<file path="config.mk">
export PLATFORM = sky130hd
export DESIGN_NAME = banco_registradores_param_flat
export DESIGN_NICKNAME = d
export VERILOG_FILES = /design/src/rtl/banco_registradores_param_if.sv /design/src/rtl/banco_registradores_param.sv /design/src/flat_wrapper.sv
export SDC_FILE = /design/constraint.sdc
export NUM_CORES = 1
export LEC_CHECK = 0
export ABC_AREA = 1
export BUFFER_PORTS_ARGS = -buffer_cell sky130_fd_sc_hd__buf_2
export CAP_MARGIN = 20
export CORE_ASPECT_RATIO = 0.75
export CORE_MARGIN = 2
export CORE_UTILIZATION = 30
export DETAILED_ROUTE_END_ITERATION = 10
export PLACE_DENSITY = 0.52
export SYNTH_ARGS = -nofsm -noshare
export SYNTH_HDL_FRONTEND = slang
export SYNTH_SLANG_ARGS = --single-unit
</file>
<file path="constraint.sdc">
create_clock -name clock -period 0.8 [get_ports clock]
set_input_delay 0.04 -clock clock [delete_from_list [all_inputs] [get_ports clock]]
set_output_delay 0.04 -clock clock [all_outputs]
set_load 0.01 [all_outputs]
</file>
<file path="src/rtl/banco_registradores_param_if.sv">
// Decode/writeback bus of the parametrised register bank.
// Decode drives read addresses and reservations; writeback drives the write port.
interface banco_registradores_param_if #(
  parameter int LARGURA  = 8,
  parameter int NUM_REGS = 4
);
  localparam int ADDR_W = $clog2(NUM_REGS);

  logic               escrita;
  logic [ADDR_W-1:0]  regEscrita;
  logic [LARGURA-1:0] valorEscrita;
  logic [ADDR_W-1:0]  regLeituraA;
  logic [ADDR_W-1:0]  regLeituraB;
  logic [LARGURA-1:0] valorSaidaA;
  logic [LARGURA-1:0] valorSaidaB;
  logic               reserva;
  logic [ADDR_W-1:0]  regReserva;
  logic               pendenteA;
  logic               pendenteB;

  modport master (
    output escrita, regEscrita, valorEscrita,
    output regLeituraA, regLeituraB,
    output reserva, regReserva,
    input  valorSaidaA, valorSaidaB,
    input  pendenteA, pendenteB
  );

  modport slave (
    input  escrita, regEscrita, valorEscrita,
    input  regLeituraA, regLeituraB,
    input  reserva, regReserva,
    output valorSaidaA, valorSaidaB,
    output pendenteA, pendenteB
  );
endinterface

</file>
<file path="src/rtl/banco_registradores_param.sv">
// Register bank, 2 registered read ports with write bypass, pending scoreboard.
// Optional REG_ZERO_HARDWIRED_EN makes register 0 a constant zero.
module banco_registradores_param #(
  parameter int LARGURA  = 8,
  parameter int NUM_REGS = 4
) (
  input logic clock,
  input logic reset,
  banco_registradores_param_if.slave bus
);
  localparam int ADDR_W = $clog2(NUM_REGS);

`ifdef REG_ZERO_HARDWIRED_EN
  localparam bit ZERO_EN = 1'b1;
`else
  localparam bit ZERO_EN = 1'b0;
`endif

  logic [LARGURA-1:0]  regs_q [NUM_REGS];
  logic [LARGURA-1:0]  regs_d [NUM_REGS];
  logic [NUM_REGS-1:0] pend_q, pend_d;
  logic [LARGURA-1:0]  va_q, va_d;
  logic [LARGURA-1:0]  vb_q, vb_d;
  logic                pa_q, pa_d;
  logic                pb_q, pb_d;

  logic wr_en, rsv_en;
  logic zero_a, zero_b;

  always_comb begin
    wr_en  = bus.escrita;
    rsv_en = bus.reserva;
    zero_a = 1'b0;
    zero_b = 1'b0;
    if (ZERO_EN) begin
      wr_en  = bus.escrita && (bus.regEscrita != '0);
      rsv_en = bus.reserva && (bus.regReserva != '0);
      zero_a = (bus.regLeituraA == '0);
      zero_b = (bus.regLeituraB == '0);
    end
  end

  // Clear before set: a fresh reservation outranks the retiring write.
  always_comb begin
    pend_d = pend_q;
    if (wr_en)
      pend_d[bus.regEscrita] = 1'b0;
    if (rsv_en)
      pend_d[bus.regReserva] = 1'b1;
  end

  always_comb begin
    for (int i = 0; i < NUM_REGS; i++)
      regs_d[i] = regs_q[i];
    if (wr_en)
      regs_d[bus.regEscrita] = bus.valorEscrita;
  end

  always_comb begin
    va_d = regs_q[bus.regLeituraA];
    vb_d = regs_q[bus.regLeituraB];
    if (wr_en && bus.regEscrita == bus.regLeituraA)
      va_d = bus.valorEscrita;
    if (wr_en && bus.regEscrita == bus.regLeituraB)
      vb_d = bus.valorEscrita;
    if (zero_a)
      va_d = '0;
    if (zero_b)
      vb_d = '0;
    pa_d = pend_d[bus.regLeituraA] & ~zero_a;
    pb_d = pend_d[bus.regLeituraB] & ~zero_b;
  end

  always_ff @(posedge clock) begin
    if (reset) begin
      for (int i = 0; i < NUM_REGS; i++)
        regs_q[i] <= '0;
      pend_q <= '0;
      va_q   <= '0;
      vb_q   <= '0;
      pa_q   <= 1'b0;
      pb_q   <= 1'b0;
    end else begin
      for (int i = 0; i < NUM_REGS; i++)
        regs_q[i] <= regs_d[i];
      pend_q <= pend_d;
      va_q   <= va_d;
      vb_q   <= vb_d;
      pa_q   <= pa_d;
      pb_q   <= pb_d;
    end
  end

  assign bus.valorSaidaA = va_q;
  assign bus.valorSaidaB = vb_q;
  assign bus.pendenteA   = pa_q;
  assign bus.pendenteB   = pb_q;
endmodule

</file>
<file path="src/flat_wrapper.sv">
// flat-port wrapper written by rule: the top's interface ports become plain ports
module banco_registradores_param_flat 
#(
  parameter int LARGURA  = 8,
  parameter int NUM_REGS = 4
)
  (clock, reset, bus_escrita, bus_regEscrita, bus_valorEscrita, bus_regLeituraA, bus_regLeituraB, bus_reserva, bus_regReserva, bus_valorSaidaA, bus_valorSaidaB, bus_pendenteA, bus_pendenteB);
  banco_registradores_param_if #(.LARGURA(LARGURA), .NUM_REGS(NUM_REGS)) bus_i ();
  input logic clock;
  input logic reset;
  input wire logic [$bits(bus_i.escrita)-1:0] bus_escrita;
  input wire logic [$bits(bus_i.regEscrita)-1:0] bus_regEscrita;
  input wire logic [$bits(bus_i.valorEscrita)-1:0] bus_valorEscrita;
  input wire logic [$bits(bus_i.regLeituraA)-1:0] bus_regLeituraA;
  input wire logic [$bits(bus_i.regLeituraB)-1:0] bus_regLeituraB;
  input wire logic [$bits(bus_i.reserva)-1:0] bus_reserva;
  input wire logic [$bits(bus_i.regReserva)-1:0] bus_regReserva;
  output wire logic [$bits(bus_i.valorSaidaA)-1:0] bus_valorSaidaA;
  output wire logic [$bits(bus_i.valorSaidaB)-1:0] bus_valorSaidaB;
  output wire logic [$bits(bus_i.pendenteA)-1:0] bus_pendenteA;
  output wire logic [$bits(bus_i.pendenteB)-1:0] bus_pendenteB;
  assign bus_i.escrita = bus_escrita;
  assign bus_i.regEscrita = bus_regEscrita;
  assign bus_i.valorEscrita = bus_valorEscrita;
  assign bus_i.regLeituraA = bus_regLeituraA;
  assign bus_i.regLeituraB = bus_regLeituraB;
  assign bus_i.reserva = bus_reserva;
  assign bus_i.regReserva = bus_regReserva;
  assign bus_valorSaidaA = bus_i.valorSaidaA;
  assign bus_valorSaidaB = bus_i.valorSaidaB;
  assign bus_pendenteA = bus_i.pendenteA;
  assign bus_pendenteB = bus_i.pendenteB;
  banco_registradores_param #(.LARGURA(LARGURA), .NUM_REGS(NUM_REGS)) u_core (.clock(clock), .reset(reset), .bus(bus_i));
endmodule
</file>
Word level (Yosys, flattened, before mapping)
Memory sizes are Yosys's and may differ from the RTL's.
Cells that the tools add are included.
- memory bits (writable): 32
- flip-flop bits (word level): 22
- ROM bits: 0
- bits of input ports: 20
- bits in latches: 0
- output and inout bits: 18
- word-level logic and storage cells: 52
- memories kept: 1
- memory list (memory ; words ; width ; read ports ; clocked after Yosys merged registers in ; write ports ; line ; source):
    u_core.regs_q ; 4 ; 8 ; 6 ; 0 ; 4 ; banco_registradores_param.sv:19 ; logic [LARGURA-1:0] regs_q [NUM_REGS];
- bitwise gates (word level): 8
- magnitude comparators: 8
- multipliers: 0
- add/subtract/negate cells: 0
- reductions and logical operators: 5
- eq/ne operators: 2
- divide/modulo/power cells: 0
- shift-type cells: 0
- muxes and demuxes: 23
- operators by type and width (cell ; number):
    2-to-1 mux 8 bit ; 7
    bitwise mux 32 bit ; 1
    2-to-1 mux 32 bit ; 1
    demux 8 bit (select 2 bit) ; 1
    less-than comparator 2 x 3 -> 1 bit, second input constant ; 4
    2-to-1 mux 4 bit ; 2
    2-to-1 mux 1 bit ; 7
    logical AND 1 bit ; 5
    bitwise AND 4 bit ; 1
    binary-select mux 1 bit (select 2 bit) ; 2
    demux 1 bit (select 2 bit) ; 2
    equality test 2 bit ; 2
    greater-or-equal comparator 2 x 1 -> 1 bit, second input constant ; 2
    inverter 4 bit ; 1
    bitwise OR 1 bit ; 4
    bitwise OR 4 bit ; 1
    greater-or-equal comparator 3 bit, second input constant ; 1
    less-than comparator 3 x 1 -> 1 bit, second input constant ; 1
    inverter 2 -> 3 bit ; 1

Logic depth before layout (Yosys ltp)
Gate-level depths: netlist of the first run.
- word-level depth: 11
- gate-level depth with buffers: 7
- depth with buffers taken out: 6

Least setup slack after synthesis of the first run
No wires, ideal clock.
- path kind: in2reg
- start: input bus_regLeituraA[0]
- end: register u_core.va_q[3], in the netlist u_core.bus.valorSaidaA[3]
- data arrival time: 771 ps
- setup slack: -41 ps
- library setup time: 70 ps
- required time: 730 ps
- buffers on the path: 1
- cell stages on the path: 6
- cell sequence: buf_2 -> xnor2_1 -> nand3_2 -> clkinv_2 -> nand2_1 -> a21oi_1
- longest elaborated chain between the ends: 3
- elaborated cells on any way between the ends: 4
- those cells by class: 1 x eq/ne; 1 x mux; 1 x reduce/logical; 1 x memory
- ends and longest elaborated chain (what ; line ; source):
    from (decl) ; flat_wrapper.sv:14 ; input wire logic [$bits(bus_i.regLeituraA)-1:0] bus_regLeituraA;
    parallel branches: the longest is 2 deep, another holds memory (4 x 8 bit) ; -- ;
    2-to-1 mux 8 bit * ; banco_registradores_param.sv:62 ; if (wr_en && bus.regEscrita == bus.regLeituraA)
    to (signal assigned) ; banco_registradores_param.sv:87 ; va_q <= va_d;
    to (decl) ; banco_registradores_param.sv:22 ; logic [LARGURA-1:0] va_q, va_d;
Every way passes the cells marked *.
A chain may end at the register's enable or synchronous reset.

==> results of run 1 <==
-- tightest hold or removal path: cells and delay by family --
kind                   cells  cell delay (ps)
and+or+nand+nor            1               80
buffers and inverters      1              140
AOI/OAI and AO/OA          1               50
-- routing by layer --
| metal | vias to the layer above | GRT usage |
|---|---|---|
| met5 | - | 0 |
| met4 | 0 | 0.0385 |
| met3 | 10 | 0.0322 |
| met2 | 57 | 0.262 |
| met1 | 1159 | 0.286 |
| li1 | 1308 | - |
-- how the worst max path moves through the flow --
stage	endpoint	depth (start not counted)	slack (ps)
CTS	u_core.bus.valorSaidaB[2]	6	-70
global route	u_core.bus.valorSaidaB[5]	6	-170
floorplan	u_core.bus.valorSaidaA[3]	6	-20
global placement	u_core.bus.pendenteB	7	-210
finish	u_core.bus.valorSaidaB[5]	6	-70
detailed placement	u_core.bus.valorSaidaA[3]	6	-220
-- stage by stage --
stage	setup WS [ps]	hold slack (ps)	util	TNS (ps)	total power [mW]
2_1_floorplan	-16.8	109	-	-71.8	3.57
3_3_place_gp	-206	353	0.384	-7030	4.05
3_5_place_dp	-224	357	0.384	-7620	4.05
4_1_cts	-70.8	26.5	0.410	-736	5.95
5_1_grt	-173	51.2	0.433	-2330	6.34
6_report	-71.9	31.2	0.433	-776	6.07
-- synth_stat cells, drive strengths merged --
library cell | n | area (µm²)
dfxtp | 54 | 1080
nor2 | 65 | 244
o211ai | 5 | 37.5
xnor2 | 2 | 17.5
buf | 9 | 47.6
clkinv | 3 | 13.8
clkbuf | 8 | 30.0
nand3 | 22 | 138
inv | 27 | 101
o21ai | 81 | 405
nand2 | 26 | 97.6
a21oi | 45 | 233
-- state kept, by name, indices dropped and copies added, names as in the netlist --
name,flops
u_core.pend_q,4
u_core.bus.valorSaidaB,8
u_core.bus.valorSaidaA,8
u_core.bus.pendenteA,1
u_core.regs_q,32
u_core.bus.pendenteB,1
-- kinds of logic after synthesis --
logic type	Yosys count
flip-flops	54
XOR/XNOR	2
buffers and inverters	47
AO/OA/AOI/OAI	131
AND/OR/NAND/NOR	113
-- layout make-up --
cell class / instances / share of cell area
multi-input combinational: 246 / 0.389
sequential: 54 / 0.327
timing repair buffer: 81 / 0.178
tap: 105 / 0.0383
inverter: 30 / 0.0362
clock buffer: 5 / 0.0201
clock inverter: 3 / 0.0117
-- power groups by stage --
stage	logic, mW	registers [mW]	clock network (mW)
3_3_place_gp	1.05	3.00	0
2_1_floorplan	0.563	3.01	0
6_report	1.24	2.98	1.85
5_1_grt	1.38	3.00	1.97
4_1_cts	1.13	2.96	1.85
3_5_place_dp	1.06	2.99	0
-- timing repair --
action	CTS	global route
cloned	0	0
gates resized for setup	66	52
setup endpoints to repair	27	37
pin swaps	8	16
buffers inserted	1	1
==> results.cfg, run 1 <==
[status]
status = finished, violations left
violations = negative setup slack

[detailed_routing]
wl_met1_um = 4260
drtPass1Iterations = 4
post_drt_wl_per_cell_um = 14.8
dr.first_iter.drc_count = 99
dr_wl_met2_um = 3070
avgViaCountPerCell = 4.84
vias = 2534
drc = 0
dr_wl_met3_um = 327
wirelength_um = 7740
ant_nets = 0
highest_layer = met4

[hold_path]
holdPathStages = 3
hp-class = input pin to flop
min_from = bus_valorEscrita[5]
hold_end = u_core.bus.valorSaidaB[5]

[timing]
finalHoldViolCount = 0
worst_slew_pin_slew_ps = 293
rsz0062_at_grt = yes
drv_slew = 0
max_slew_margin = 0.804
max_freq_mhz = 1150
fin_crit_ps = 872
setup_viol = 22
fin_crit_sh = 1.09
worst_slack_ps = -71.9
skew_ps = 1.44

[logic_synthesis]
yosysWarnings = 0
synth.avg_cell_area_um2 = 7.05
synth_adder_area_share = 0
synth_xor_area_frac = 0.00716
yosysUniqueCellTypes = 18
synthSimpleGateAreaFrac = 0.196
yosysSeqAreaShare = 0.442
syn_inst = 347
synth_top_family_by_area = compound AO/OA/AOI/OAI gates
muxShareOfSynthArea = 0
synth-compound-area-share = 0.276
syn_nets = 367
netlist_area_mm2 = 0.00245
ys_ff_latch = 54

[global_route]
grt_pass1_vias = 2357
antenna_found_initial = 0
grt_use_total = 0.184
grt_start_max_net_pins = 20
grt_pass1_wl_um = 12500
overflow = 0

[cts]
clk_latency_ps = 310
cts_tree = built
cts_max_level = 2
numCtsBuffers = 5
clock-root-buffer = clkbuf_8
clock-sinks = 54
clk_pin_slew_ps = 100
cts_hold_buffers = 0
clock_path_buffers = 2

[floorplan]
pin_count = 38
die_w_um = 108
die_area_mm2 = 0.00890
die_h_um = 82.2
fp.coreArea_mm2 = 0.00792
core.rowCount = 28
start_util = 0.309

[power]
clkPwrFrac = 0.305
p_leak_nw = 1.43
p_int_mw = 4.34
p_switching_mw = 1.73
ir_worst_vdd_v = 0.000764
seqPwrFrac = 0.491
p_per_area_mw_per_mm2 = 1770
pwr-share-comb = 0.204
switching_share = 0.285

[setup_path]
crit_fanout = 3
regToRegSetupSlack_ps = -70
cp.required_ps = 1050
start_kind = flop
worstReg2RegEnd = u_core.bus.valorSaidaB[5]
path_class = flop to flop
critPathTopFamily = flip-flops
r2r-start = u_core.regs_q[1][5]
max_stage_delay_ps = 330
cp-startpoint = u_core.regs_q[1][5]
cp_cell_sequence = inv_2 -> a21oi_2 -> o21ai_1 -> nand2_1 -> nand2_1 -> a21oi_2
cp.buffers_inverters = 1
critPathSlowestCell = dfxtp_2
end_kind = flop
arrival_ps = 1120
worst-r2r-cell-count = 6

[finish]
nets = 438
n_fill_cell = 831
diodes = 0
syn_to_final_growth_pct = 40.1
multi_input_area_mm2 = 0.00133
fin_area_mm2 = 0.00343
regArea_mm2 = 0.00112
drive_gt1_frac = 0.418
fin_cells = 524
mostFrequentLayoutCell = nor2_1
layout_common_cells = nor2_1, o21ai_0, buf_4, o21ai_1, dfxtp_2

[job]
drv_cap = 0

[placement]
dp.cells = 514
gp_congestion = 0.862
port_buffers = 37
placed_area_mm2 = 0.00304
dp_hpwl_um = 5540
(Power assumes the default switching activity.)
==> run 2, diff against run 1 <==
Settings changed: CORE_MARGIN 2 to default.
==> run 2 against run 1 <==
The run still ends with negative setup slack left; cell count did not move; total power fell by 2.6%; combinational power barely moved; non-clock buffer count did not move; global-route usage rose by 0.54 points; setup slack got worse by 60 ps; clock-buffer cell count rose by 2; first-iteration DRC count fell by 9.1%; final area fell by 0.18%; clock skew rose by 10 ps; largest cell class unchanged.
==> results.cfg, run 2 (synthesis results as in run 1) <==
[placement]
dp.cells = 514
gp_congestion = 0.830
dp_hpwl_um = 5690
port_buffers = 37

[floorplan]
pin_count = 38
start_util = 0.310
core.rowCount = 28
die_area_mm2 = 0.00852
fp.coreArea_mm2 = 0.00788
die_w_um = 106
die_h_um = 80.2

[global_route]
grt_util_met3 = 0.0479
grt_use_total = 0.189
busiest_layer = met1
grt_pass1_wl_um = 12200
grt_pass1_vias = 2285
grt_util_met1 = 0.282
grt_start_max_net_pins = 18
overflow = 0
use_met2 = 0.268
antenna_found_initial = 0

[timing]
setup_viol = 22
max_freq_mhz = 1070
max_slew_margin = 0.797
skew_ps = 11.6
finalHoldViolCount = 0
fin_crit_ps = 932
worst_slack_ps = -132
rsz0062_at_grt = yes
worst_slew_pin_slew_ps = 305
fin_crit_sh = 1.16
drv_slew = 0

[setup_path]
start_kind = flop
end_kind = flop
path_class = flop to flop
cp.required_ps = 1040
crit_fanout = 3
worst-r2r-cell-count = 6
arrival_ps = 1170

[cts]
numCtsBuffers = 5
clk_latency_ps = 300
clk_pin_slew_ps = 100
cts_max_level = 2
clock_path_buffers = 2
clock-root-buffer = clkbuf_8
clock-sinks = 54
cts_tree = built

[status]
status = finished, violations left
violations = negative setup slack

[finish]
multi_input_area_mm2 = 0.00131
layout_common_cells = nor2_1, o21ai_0, buf_4, o21ai_1
regMostFlops = u_core.regs_q
diodes = 0
drive_gt1_frac = 0.401
syn_to_final_growth_pct = 39.8
mostFrequentLayoutCell = nor2_1
largest_reg_flops = 32
nets = 438
regArea_mm2 = 0.00111
fin_cells = 524
n_fill_cell = 815
fin_util = 0.434

[detailed_routing]
post_drt_wl_per_cell_um = 14.7
drc = 0
ant_nets = 0
wirelength_um = 7720
dr.first_iter.drc_count = 90
avgViaCountPerCell = 4.81
vias = 2518
drtPass1Iterations = 4

[power]
p_leak_nw = 1.42
ir_worst_vdd_v = 0.000811
p_per_area_mw_per_mm2 = 1730

[job]
drv_cap = 0

[hold_path]
holdPathStages = 3
hp-class = input pin to flop
[run 2: routing by layer]
metal  part of all wire  up-vias
met3              0.062        5
li1                   -     1307
met2               0.40       67
met4             0.0080        0
met1               0.53     1139
met5                  0        -
[run 2: timing repair]
action	CTS	global route
endpoints found under the setup margin	29	37
hold buffers	0	0
buffers inserted	1	2
pin swaps	13	23
resized for setup	78	36
[run 2: layout make-up]
type	instances	share of cell area
multi-input cells	246	0.384
flip-flops and latches	54	0.326
repair buffers	81	0.184
well taps	105	0.0384
inverters	30	0.0370
clock buffers	7	0.0282
clock inverters	1	0.00256
[run 2: metrics by stage]
step | instance area [µm²] | worst slack (ps) | power [mW] | hold slack [ps] | TNS, ps
6_report | 3420 | -132 | 5.91 | 28.4 | -1040
3_3_place_gp | 3050 | -235 | 4.06 | 353 | -7380
3_5_place_dp | 3050 | -224 | 4.07 | 366 | -7490
4_1_cts | 3300 | -112 | 5.88 | 16.4 | -1180
5_1_grt | 3420 | -206 | 6.22 | 27.9 | -2720
2_1_floorplan | 2480 | -16.8 | 3.57 | 109 | -71.8
[run 2: final timing paths]
path	end	startpoint	slack, ps
max reg2reg	u_core.bus.valorSaidaA[3]	u_core.regs_q[1][3]	-130
min reg2reg	u_core.regs_q[3][7]	u_core.regs_q[3][7]	470
max	u_core.bus.valorSaidaA[3]	u_core.regs_q[1][3]	-130
min	u_core.bus.valorSaidaB[5]	bus_valorEscrita[5]	30
[run 2: report_power, final]
group / total (mW) / switching (mW) / internal (mW)
registers: 2.98 / 0.104 / 2.87
clock network: 1.69 / 0.890 / 0.795
logic: 1.24 / 0.698 / 0.544
[run 2: worst max-delay path, cell delays in order (launching register included)]
cell     delay [ps]
dfxtp_2         350
inv_4            50
a21oi_2         110
o21ai_1          70
nand2_1         100
nand2_2          70
a21oi_2         120
==> run 3, diff against run 2 <==
Settings changed: CORE_ASPECT_RATIO 0.75 to 0.6.
==> run 3 against run 2 <==
The run still ends with negative setup slack left; non-clock buffer count down 4; core utilization fell by 0.51 points; cell count is 0.19% lower; sequential cell count unchanged; clock-buffer cell count did not move; critical path depth unchanged; sequential power is essentially flat; register-to-register slack better by 30 ps.
==> results.cfg, run 3 (synthesis results as in run 1) <==
[hold_path]
holdPathStages = 3
hp-class = input pin to flop
hold_end = u_core.bus.valorSaidaA[3]
min_from = bus_valorEscrita[3]

[status]
violations = negative setup slack
status = finished, violations left

[detailed_routing]
vias = 2549
post_drt_wl_per_cell_um = 15.1
drtPass1Iterations = 5
ant_nets = 0
avgViaCountPerCell = 4.87
dr.first_iter.drc_count = 199
drc = 0
wirelength_um = 7900

[finish]
nets = 434
syn_to_final_growth_pct = 38.2
regMostFlops = u_core.regs_q
layout_common_cells = nor2_1, o21ai_0, o21ai_1, buf_4, buf_2
n_fill_cell = 845
fin_area_mm2 = 0.00338
diodes = 0
drive_gt1_frac = 0.357
largest_reg_flops = 32
mostFrequentLayoutCell = nor2_1
fin_util = 0.429

[power]
p_per_area_mw_per_mm2 = 1960
pwr-share-comb = 0.179
total_power_mw = 6.64
p_leak_nw = 1.42
clkPwrFrac = 0.374
p_switching_mw = 1.78
switching_share = 0.269
p_int_mw = 4.85
seqPwrFrac = 0.447
ir_worst_vdd_v = 0.000895

[setup_path]
cp.required_ps = 1020
end_kind = flop
r2r-start = u_core.regs_q[1][0]
critPathTopFamily = flip-flops
max_stage_delay_ps = 320
cp.buffers_inverters = 1
start_kind = flop
arrival_ps = 1120
worst-r2r-cell-count = 6
regToRegSetupSlack_ps = -100
crit_fanout = 3
critPathSlowestCell = dfxtp_2
cp_cell_sequence = inv_2 -> a21oi_2 -> o21ai_1 -> o21ai_1 -> nor2_1 -> nor2_1
path_class = flop to flop
worstReg2RegEnd = u_core.bus.valorSaidaA[0]

[job]
drv_cap = 0

[cts]
clock-root-buffer = clkbuf_16
cts_tree = built
clk_pin_slew_ps = 70
cts_max_level = 2
clock-sinks = 54
clock_path_buffers = 2
numCtsBuffers = 5
clk_latency_ps = 300

[timing]
worst_slack_ps = -102
max_freq_mhz = 1110
finalHoldViolCount = 0
fin_crit_ps = 902
rsz0062_at_grt = yes
setup_viol = 17
drv_slew = 0
skew_ps = 8.97
worst_slew_pin_slew_ps = 260
fin_crit_sh = 1.13
max_slew_margin = 0.826

[global_route]
grt_use_total = 0.196
grt_pass1_wl_um = 12800
grt_pass1_vias = 2339
antenna_found_initial = 0
overflow = 0
grt_start_max_net_pins = 44

[floorplan]
die_h_um = 71.9
die_area_mm2 = 0.00853
core.rowCount = 25
start_util = 0.310
die_w_um = 119
pin_count = 38
fp.coreArea_mm2 = 0.00788

[placement]
placed_area_mm2 = 0.00307
dp_hpwl_um = 5790
port_buffers = 37
gp_congestion = 0.810
dp_slack_ps = -245
-- run 3: changes by cell type in the layout (fill, tap and decap cells not counted), moves of 4 or more --
cell,delta
clkbuf_8,-7
buf_4,-9
clkbuf_16,+5
a21oi_2,-8
buf_2,+9
o21ai_1,+4
a21oi_1,+8
buf_6,-6
-- run 3: worst max-delay path by stage --
stage / start / endpoint / slack [ps] / depth (start not counted)
after global routing: u_core.regs_q[1][0] / u_core.bus.valorSaidaA[0] / -190 / 6
after global placement: bus_regEscrita[0] / u_core.bus.valorSaidaB[0] / -240 / 6
after floorplan: bus_regLeituraA[1] / u_core.bus.valorSaidaA[3] / -20 / 6
after detailed placement: bus_regEscrita[0] / u_core.bus.valorSaidaB[0] / -240 / 6
after CTS: u_core.regs_q[1][0] / u_core.bus.valorSaidaA[0] / -140 / 6
final: u_core.regs_q[1][0] / u_core.bus.valorSaidaA[0] / -100 / 6
-- run 3: cell type report --
cell class / instances / area, µm² / share of cell area
Inverter: 30 / 126 / 0.0374
Sequential cell: 54 / 1110 / 0.329
Clock buffer: 7 / 133 / 0.0392
Timing Repair Buffer: 77 / 578 / 0.171
Tap cell: 108 / 135 / 0.0400
Clock inverter: 1 / 30.0 / 0.00889
Multi-Input combinational cell: 246 / 1270 / 0.375
-- run 3: timing repair --
action,in CTS,in global routing
endpoints found under the hold margin,0,0
hold buffers,0,0
setup endpoints to repair,18,26
buffers inserted,2,0
pin swaps,13,16
resized for setup,62,34
-- run 3: worst register-to-register path, delay by kind of cell, from the launching register on --
kind                   cells  cell delay [ps]
DFF                        1              320
buffers and inverters      1               50
and+or+nand+nor            2              180
AOI/OAI and AO/OA          3              280
-- run 3: routing by layer --
metal,vias to the layer above,global-route usage,share of wire
li1,1297,-,-
met1,1171,0.321,0.57
met2,72,0.248,0.36
met3,9,0.0369,0.060
met4,0,0.0534,0.011
met5,-,0,0
-- run 3: power by group through the flow --
stage	Clock, mW	Combinational, mW	Sequential [mW]
after global routing	2.63	1.32	2.98
final	2.48	1.19	2.97
after global placement	0	1.08	3.00
after detailed placement	0	1.09	3.00
after floorplan	0	0.563	3.01
after CTS	2.52	1.13	2.95
-- run 3: stage by stage --
step                std cells  setup TNS (ps)  hold WS [ps]
floorplan                 347           -71.8           109
global placement          516           -7720           372
detailed placement        516           -7870           367
CTS                       524            -847          49.9
global route              523           -2160          47.5
finish                    523            -807          53.3
